`src/rtl/octal_disp_pkg.sv`:
```
`default_nettype none
// +----------------------------------------------------------------------+
// | octal_disp_pkg : segment constants and digit-count helper            |
// | Rev 1.0                                                              |
// +----------------------------------------------------------------------+
package octal_disp_pkg;

    // Segment patterns, bit order {g,f,e,d,c,b,a}, active-high
    localparam logic [6:0] SEG_0     = 7'h3F;
    localparam logic [6:0] SEG_1     = 7'h06;
    localparam logic [6:0] SEG_2     = 7'h5B;
    localparam logic [6:0] SEG_3     = 7'h4F;
    localparam logic [6:0] SEG_4     = 7'h66;
    localparam logic [6:0] SEG_5     = 7'h6D;
    localparam logic [6:0] SEG_6     = 7'h7D;
    localparam logic [6:0] SEG_7     = 7'h07;
    localparam logic [6:0] SEG_BLANK = 7'h00;

    function automatic int num_digits(input int data_w);
        return (data_w + 2) / 3;
    endfunction

endpackage
`default_nettype wire

```
`src/rtl/octal_seg_decoder.sv`:
```
`default_nettype none
// +----------------------------------------------------------------------+
// | octal_seg_decoder : octal digit to gfedcba pattern, no polarity      |
// | Rev 1.0                                                              |
// +----------------------------------------------------------------------+
module octal_seg_decoder
    import octal_disp_pkg::*;
(
    input  logic [2:0] i_digit,
    input  logic       i_blank,
    output logic [6:0] o_seg
);

    always_comb begin
        o_seg = SEG_BLANK;
        if (!i_blank) begin
            case (i_digit)
                3'd0: o_seg = SEG_0;
                3'd1: o_seg = SEG_1;
                3'd2: o_seg = SEG_2;
                3'd3: o_seg = SEG_3;
                3'd4: o_seg = SEG_4;
                3'd5: o_seg = SEG_5;
                3'd6: o_seg = SEG_6;
                3'd7: o_seg = SEG_7;
                default: o_seg = SEG_BLANK;
            endcase
        end
    end

endmodule
`default_nettype wire

```
`src/rtl/octal_scan_display.sv`:
```
`default_nettype none
// +----------------------------------------------------------------------+
// | octal_scan_display : multiplexed multi-digit octal 7-segment driver  |
// | Rev 1.0                                                              |
// +----------------------------------------------------------------------+
module octal_scan_display
    import octal_disp_pkg::*;
#(
    parameter  int DATA_W         = 12,
    parameter  int REFRESH_DIV    = 1000,
    parameter  bit BLANK_LZ       = 1'b1,
    parameter  bit SEG_ACTIVE_LOW = 1'b0,
    parameter  bit DIG_ACTIVE_LOW = 1'b0,
    localparam int NUM_DIGITS     = num_digits(DATA_W)
) (
    input  logic                  clk,
    input  logic                  rst_n,
    input  logic                  in_valid,
    output logic                  in_ready,
    input  logic [DATA_W-1:0]     data_in,
    output logic [6:0]            seg_out,
    output logic [NUM_DIGITS-1:0] dig_en,
    output logic                  frame_tick
);

    localparam int CNT_W = (REFRESH_DIV > 1) ? $clog2(REFRESH_DIV) : 1;
    localparam int IDX_W = (NUM_DIGITS > 1) ? $clog2(NUM_DIGITS) : 1;
    localparam int PAD_W = 3 * NUM_DIGITS;

    localparam logic [CNT_W-1:0]      c_CNT_LAST = CNT_W'(REFRESH_DIV - 1);
    localparam logic [IDX_W-1:0]      c_IDX_LAST = IDX_W'(NUM_DIGITS - 1);
    localparam logic [6:0]            c_SEG_INV  = {7{SEG_ACTIVE_LOW}};
    localparam logic [NUM_DIGITS-1:0] c_DIG_INV  = {NUM_DIGITS{DIG_ACTIVE_LOW}};
    localparam logic [NUM_DIGITS-1:0] c_DIG_0    = NUM_DIGITS'(1);

    logic [CNT_W-1:0]      r_cnt;
    logic [IDX_W-1:0]      r_idx;
    logic [DATA_W-1:0]     r_shown;
    logic [DATA_W-1:0]     r_pending;
    logic                  r_pend_full;
    logic [6:0]            r_seg;
    logic [NUM_DIGITS-1:0] r_dig;
    logic                  r_frame;

    logic                  w_adv;
    logic                  w_wrap;
    logic                  w_accept;
    logic [IDX_W-1:0]      w_idx_nx;
    logic [DATA_W-1:0]     w_shown_nx;
    logic [PAD_W-1:0]      w_pad;
    logic [2:0]            w_digit [NUM_DIGITS];
    logic [NUM_DIGITS-1:0] w_hi_zero;
    logic                  w_blank;
    logic [6:0]            w_seg_raw;
    logic [NUM_DIGITS-1:0] w_dig_nx;

    assign w_adv    = (r_cnt == c_CNT_LAST);
    assign w_wrap   = w_adv && (r_idx == c_IDX_LAST);
    assign w_accept = in_valid && !r_pend_full;
    assign in_ready = !r_pend_full;

    always_comb begin
        w_idx_nx = r_idx;
        if (w_adv) begin
            w_idx_nx = (r_idx == c_IDX_LAST) ? '0 : r_idx + 1'b1;
        end
    end

    // Outputs are decoded from the next-state value so the new frame's
    // first digit already reflects the freshly promoted pending data.
    assign w_shown_nx = (w_wrap && r_pend_full) ? r_pending : r_shown;
    assign w_pad      = PAD_W'(w_shown_nx);

    generate
        for (genvar k = 0; k < NUM_DIGITS; k++) begin : g_digit
            assign w_digit[k]   = w_pad[3*k +: 3];
            assign w_hi_zero[k] = ~|w_pad[PAD_W-1:3*k];
        end
    endgenerate

    assign w_blank  = BLANK_LZ && (w_idx_nx != '0) && w_hi_zero[w_idx_nx];
    assign w_dig_nx = c_DIG_0 << w_idx_nx;

    octal_seg_decoder u_dec (
        .i_digit (w_digit[w_idx_nx]),
        .i_blank (w_blank),
        .o_seg   (w_seg_raw)
    );

    always_ff @(posedge clk or negedge rst_n) begin
        if (!rst_n) begin
            r_cnt       <= '0;
            r_idx       <= '0;
            r_shown     <= '0;
            r_pending   <= '0;
            r_pend_full <= 1'b0;
            r_seg       <= SEG_0 ^ c_SEG_INV;
            r_dig       <= c_DIG_0 ^ c_DIG_INV;
            r_frame     <= 1'b0;
        end else begin
            r_cnt   <= w_adv ? '0 : r_cnt + 1'b1;
            r_idx   <= w_idx_nx;
            r_shown <= w_shown_nx;
            if (w_wrap && r_pend_full) begin
                r_pend_full <= 1'b0;
            end
            if (w_accept) begin
                r_pending   <= data_in;
                r_pend_full <= 1'b1;
            end
            r_seg   <= w_seg_raw ^ c_SEG_INV;
            r_dig   <= w_dig_nx ^ c_DIG_INV;
            r_frame <= w_wrap;
        end
    end

    assign seg_out    = r_seg;
    assign dig_en     = r_dig;
    assign frame_tick = r_frame;

endmodule
`default_nettype wire

```
`config.mk`:
```
export PLATFORM = sky130hd
export DESIGN_NAME = octal_scan_display
export DESIGN_NICKNAME = d
export VERILOG_FILES = /design/src/rtl/octal_disp_pkg.sv /design/src/rtl/octal_seg_decoder.sv /design/src/rtl/octal_scan_display.sv
export SDC_FILE = /design/constraint.sdc
export NUM_CORES = 1
export LEC_CHECK = 0
export BUFFER_PORTS_ARGS = -buffer_cell sky130_fd_sc_hd__buf_2
export CORE_AREA = 2 2 78 80
export DETAILED_ROUTE_END_ITERATION = 10
export DIE_AREA = 0 0 80 82
export HOLD_SLACK_MARGIN = 0.08
export PLACE_DENSITY = 0.61
export SLEW_MARGIN = 20
export SYNTH_ARGS = -nofsm -noshare
export SYNTH_HDL_FRONTEND = slang
export SYNTH_SLANG_ARGS = --single-unit
```
`constraint.sdc`:
```
create_clock -name clk -period 5.95 [get_ports clk]
set_input_delay 0.8925 -clock clk [delete_from_list [all_inputs] [get_ports clk]]
set_output_delay 0.8925 -clock clk [all_outputs]
set_load 0.01 [all_outputs]
```
---- Yosys cells after proc, flatten, opt, wreduce, memory -nomap -nowiden ----
Memory sizes are Yosys's and may differ from the RTL's.
Cells that the tools add are included.
storage, ports and cells
  register bits ........................... 49
  memories ................................ 1
  logic and storage cells ................. 44
  bits in writable memories ............... 0
  output and inout port bits .............. 13
  bits of input ports ..................... 15
  latch bits .............................. 0
  ROM bits ................................ 56
memories
  name              words  width  read ports  clocked after Yosys merged registers in  write ports  line                     RTL
  (name not given)  8      7      1           0                                        0            octal_seg_decoder.sv:17  case (i_digit)
operators by class
  shifts and indexed selects .............. 1
  multipliers ............................. 0
  $add $sub $neg .......................... 2
  reductions and logical operators ........ 15
  eq/ne operators ......................... 2
  order comparisons ....................... 2
  mux-type cells .......................... 12
  bitwise operators ....................... 1
  div/mod/pow operators ................... 0
operator list
  cell                                                                           number
  12-bit two-way mux                                                             1
  12-bit OR reduction                                                            1
  10-bit by 1-bit adder with 10-bit output (second input constant)               1
  10-bit == test (second input constant)                                         1
  10-bit two-way mux                                                             1
  9-bit OR reduction                                                             1
  7-bit two-way mux                                                              1
  3-bit binary-select mux with 2-bit select                                      1
  3-bit two-way mux                                                              2
  6-bit OR reduction                                                             1
  1-bit logical NOT                                                              5
  1-bit logical AND                                                              4
  2-bit two-way mux                                                              2
  2-bit nonzero test                                                             2
  1-bit by 2-bit left shift with 4-bit output (first input constant)             1
  3-bit >= comparator (second input constant)                                    1
  2-bit by 3-bit less-than comparator with 1-bit output (second input constant)  1
  1-bit two-way mux                                                              3
  2-bit inverter with 3-bit output                                               1
  3-bit OR reduction                                                             1
  2-bit by 1-bit adder with 2-bit output (second input constant)                 1
  1-bit binary-select mux with 2-bit select                                      1
  2-bit == test (second input constant)                                          1

---- Longest topological paths before layout ----
  depth in word-level cells ............... 10
  depth in mapped cells ................... 13

---- Hierarchy ----
A second synthesis with hierarchy kept.
second synthesis, totals
  cell total of the unflattened synthesis .. 196
  area total of the unflattened synthesis .. 2,347.3 sq um
modules (own cells, without submodules)
  module              area an instance (sq um)  times used  cells each
  octal_scan_display  2,192.1                   1           175
  octal_seg_decoder   155.1                     1           21

---- Least setup slack after synthesis ----
OpenSTA, ideal clock, no wires.
  path type ............................... flip-flop to flip-flop
  start point ............................. register r_cnt[0]
  end point ............................... register r_seg[0] (netlist: seg_out[0])
  path slack .............................. 3,405 ps
  period minus slack after synthesis ...... 2,545 ps
  arrival time ............................ 2,472 ps
  buffers on the path ..................... 1
  cell stages (with the launch flop) ...... 13
  path through ............................ dfrtp_1 ha_1 nand2_1 nor4_4 buf_6 mux2i_1 mux2i_1 mux2i_1 inv_1 ha_1 inv_1 o21bai_1 a21oi_1
between the ends
  cells in the longest elaborated chain, start to end .. 10
  elaborated cells between the ends (all ways) .. 23
  those cells by class .................... 1 x eq/ne; 8 x mux; 1 x bitwise; 12 x reduce/logical; 1 x memory
RTL lines
  item                                                                           line                       RTL
  start: declaration                                                             octal_scan_display.sv:36   logic [CNT_W-1:0] r_cnt;
  start signal: assignment                                                       octal_scan_display.sv:101  r_cnt <= w_adv ? '0 : r_cnt + 1'b1;
  10-bit == test (*)                                                             octal_scan_display.sv:57   assign w_adv = (r_cnt == c_CNT_LAST);
  parallel branches: the longest is 8 deep, another holds memory read 8 x 7 bit  n/a
  7-bit two-way mux (*)                                                          octal_seg_decoder.sv:16    if (!i_blank) begin
  named net u_dec.o_seg[0]                                                       octal_seg_decoder.sv:11    output logic [6:0] o_seg
  end signal: assignment                                                         octal_scan_display.sv:97   r_seg <= SEG_0 ^ c_SEG_INV;
  end signal: assignment                                                         octal_scan_display.sv:111  r_seg <= w_seg_raw ^ c_SEG_INV;
  end: declaration                                                               octal_scan_display.sv:41   logic [6:0] r_seg;
Mark *: on every way through the listed nets, which the timed path passes. The select of a mux whose other input is x is not followed.
A chain may end at the register's enable or synchronous reset.

---- Worst setup path in the final report ----
  start point ............................. register r_cnt[0]
  end point ............................... register r_seg[3] (netlist: seg_out[3])
Same word-level chain as after synthesis.

==> flow_summary.yaml <==
finish:
  synthToLayoutAreaGrowth_pct: 13.3
  drive_gt1_share_pct: 32.1
  fin_nets: 230
  diodes: 0
  n_fill_cell: 570
clocking:
  clockRootBuffer: "clkbuf_8"
  numCtsBuffers: 5
  post_cts_buffers: 0
  htree_num_levels: 2
  path_clk_slew_ns: 0.09
  cts_hold_buf: 0
  cts_tree: "yes"
  clk_latency_ns: 0.30
  cts-resized-gates: 0
  clkSinkCount: 49
  ctsLongestPathBuffers: 2
detailed_routing:
  dr_wl_met3_um: 124
  met1Wirelength_um: 1710
  drtIter0Drc: 48
  viasPerCell: 4.67
  routed_wl_um: 3450
  route.vias.total: 1325
  ant_nets: 0
  route.detailed.drc: 0
  wire_per_inst_um: 12.1
  firstDrtPassIters: 4
  met2_length_um: 1580
  dr.max_layer_used: "met4"
worst_setup_path:
  r2r_slack_ns: 2.80
  cp-start-kind: "flip-flop"
  rr_endpoint: "seg_out[3]"
  end_kind: "flip-flop"
  worst-path-buf-inv: 2
  cpMaxStageDelayCell: "nor4_4"
  crit-reg2reg-launch: "r_cnt[0]"
  path_class: "reg2reg"
  slowest_delay_ns: 0.86
  critPathTopFamily: "simple AND/OR/NAND/NOR gates"
  cp.depth: 11
  crit_path_end: "seg_out[3]"
  worstPathArrival_ns: 3.38
  reg2reg_depth: 11
  path_cells: "ha_1, nand2_1, nor4_4, mux2i_1, mux2i_1, mux2i_1, inv_1, ha_1, inv_1, o21bai_1, a21oi_1"
  crit_top_cell: "mux2i_1"
  cp.required_ns: 6.18
  crit_fanout: 12
  startpoint: "r_cnt[0]"
synth:
  synthesis.area_um2: 2220
  synth_largest_area_cell: "dfrtp_1"
  yosys-top-cells-count: "dfrtp_1 (42), mux2i_1 (19), inv_1 (18)"
  syn_avg_cell_area_um2: 12.5
  yosys-top-cells-area: "dfrtp_1 (47%), mux2i_1 (8.6%), dfstp_2 (8.3%)"
  synth-seq-cells: 49
  synth_most_common_cell: "dfrtp_1"
  synth_top_area_share_pct: 47.3
  synthCells: 178
  mappedNetlistNets: 200
  yosysSeqAreaShare_pct: 55.5
  synth_warnings: 0
  synthDistinctLibCells: 33
  synth_edf_count: 0
  synth-main-ff-cell: "dfrtp_1"
  async_flop_share_pct: 100
die:
  die_area_um2: 6560
  initial_core_util_pct: 38.7
  ios: 28
  die_h_um: 82
  coreArea_um2: 5750
  fp.dieW_um: 80
  num_rows: 28
timing:
  rsz0062_at_grt: "false"
  fin_crit_sh_pct: 52.9
  clock.fmax_mhz: 318
  worstMarginPinSlew_ns: 0.935
  slew_violations: 0
  relSlewSlack_pct: 37.2
  final-hold-violation-count: 0
  skew_ns: 0.00952
  worst_slack_ns: 2.80
  tns_ns: 0
  min_period_ns: 3.15
  setup_viol_count_final: 0
run_status:
  outcome: "completed"
place:
  dp_slack_ns: 2.76
  hpwl_um: 2490
  port_buffers: 27
  place_congestion: 0.793
global_route:
  grt_use_total_pct: 12.0
  overflow: 0
  grt_pass1_wl_um: 6000
  first_global_vias: 1295
  grt_max_degree: 50
  antenna_found_initial: 0
pwr:
  p_per_area_nw_per_um2: 221
  peakVddDrop_mv: 0.138
  leakagePower_nw: 1.22
min_path:
  hold_class: "reg2reg"
job:
  cap_viol_max_count: 0
[state kept, by name, indices dropped and copies added (netlist names)]
| name | count |
|---|---|
| dig_en | 4 |
| frame_tick | 1 |
| r_cnt | 10 |
| r_idx | 2 |
| r_pend_full | 1 |
| r_pending | 12 |
| r_shown | 12 |
| seg_out | 7 |
[cells by family after synthesis]
logic type               Yosys count  share of synthesized area, %
flip-flops                        49                          55.5
AND/OR/NAND/NOR                   40                          10.9
multiplexers                      36                          17.5
buffers and inverters             23                          4.73
AO/OA/AOI/OAI                     17                          5.07
adder cells (fa/ha/maj)            7                          3.94
XOR/XNOR                           6                          2.36
[cells in the final DEF, fill, tap and decap left out, types with 2 or more instances in the layout]
| master | n |
|---|---|
| mux2_4 | 2 |
| inv_6 | 2 |
| clkbuf_8 | 5 |
| o21bai_1 | 2 |
| dfstp_2 | 7 |
| nand3_1 | 6 |
| nor2_1 | 14 |
| mux2i_1 | 19 |
| ha_1 | 7 |
| o21ai_0 | 4 |
| buf_2 | 27 |
| mux2_2 | 15 |
| inv_1 | 18 |
| a21oi_1 | 4 |
| dfrtp_1 | 42 |
| nand2_1 | 11 |
| xor2_1 | 3 |
| xnor2_1 | 3 |
[worst register-to-register path: stages, from the launching register on]
cell and delay [ns]:
dfrtp_1 0.39, ha_1 0.22, nand2_1 0.18, nor4_4 0.86, mux2i_1 0.37, mux2i_1 0.12, mux2i_1 0.37, inv_1 0.12
ha_1 0.21, inv_1 0.05, o21bai_1 0.08, a21oi_1 0.13
[layout make-up]
class,count,area (um^2),area share (%)
Clock buffer,5,68.8,2.73
Sequential cell,49,1230,49.0
Timing Repair Buffer,28,143,5.66
Clock inverter,3,25.0,0.994
Tap cell,75,93.8,3.73
Inverter,18,67.6,2.68
Multi-Input combinational cell,106,886,35.2
[report_power, final]
| part | internal [mW] | switching [mW] | total [mW] |
|---|---|---|---|
| clock network | 0.0858 | 0.116 | 0.202 |
| logic | 0.00681 | 0.00800 | 0.0148 |
| registers | 0.337 | 0.00245 | 0.340 |
[metal layers]
layer  GRT usage, %  vias to the layer above
li1               -                      653
met2           18.3                       22
met3           3.30                        5
met1           16.4                      645
met4           4.07                        0
met5              0                        -
[worst min path at each step]
stage,startpoint,end,slack (ns),cells past startpoint
after CTS,r_cnt[0],r_cnt[0],0.50,1
after floorplan,r_shown[0],r_shown[0],0.45,2
after detailed placement,r_shown[0],r_shown[0],0.48,2
after global routing,r_cnt[0],r_cnt[0],0.53,1
after global placement,r_shown[2],r_shown[2],0.47,2
final,r_cnt[0],r_cnt[0],0.49,1
[metrics by stage]
| step | std cells | hold WS, ns | instance area, um^2 | utilization, % | power, mW |
|---|---|---|---|---|---|
| after floorplan | 178 | 0.445 | 2220 | - | 0.349 |
| after global placement | 276 | 0.466 | 2420 | 42.2 | 0.361 |
| after detailed placement | 276 | 0.477 | 2420 | 42.2 | 0.362 |
| after CTS | 284 | 0.496 | 2520 | 43.8 | 0.567 |
| after global routing | 284 | 0.530 | 2520 | 43.8 | 0.581 |
| final | 284 | 0.489 | 2520 | 43.8 | 0.556 |
Note: power is estimated with default switching activity, not from simulation.
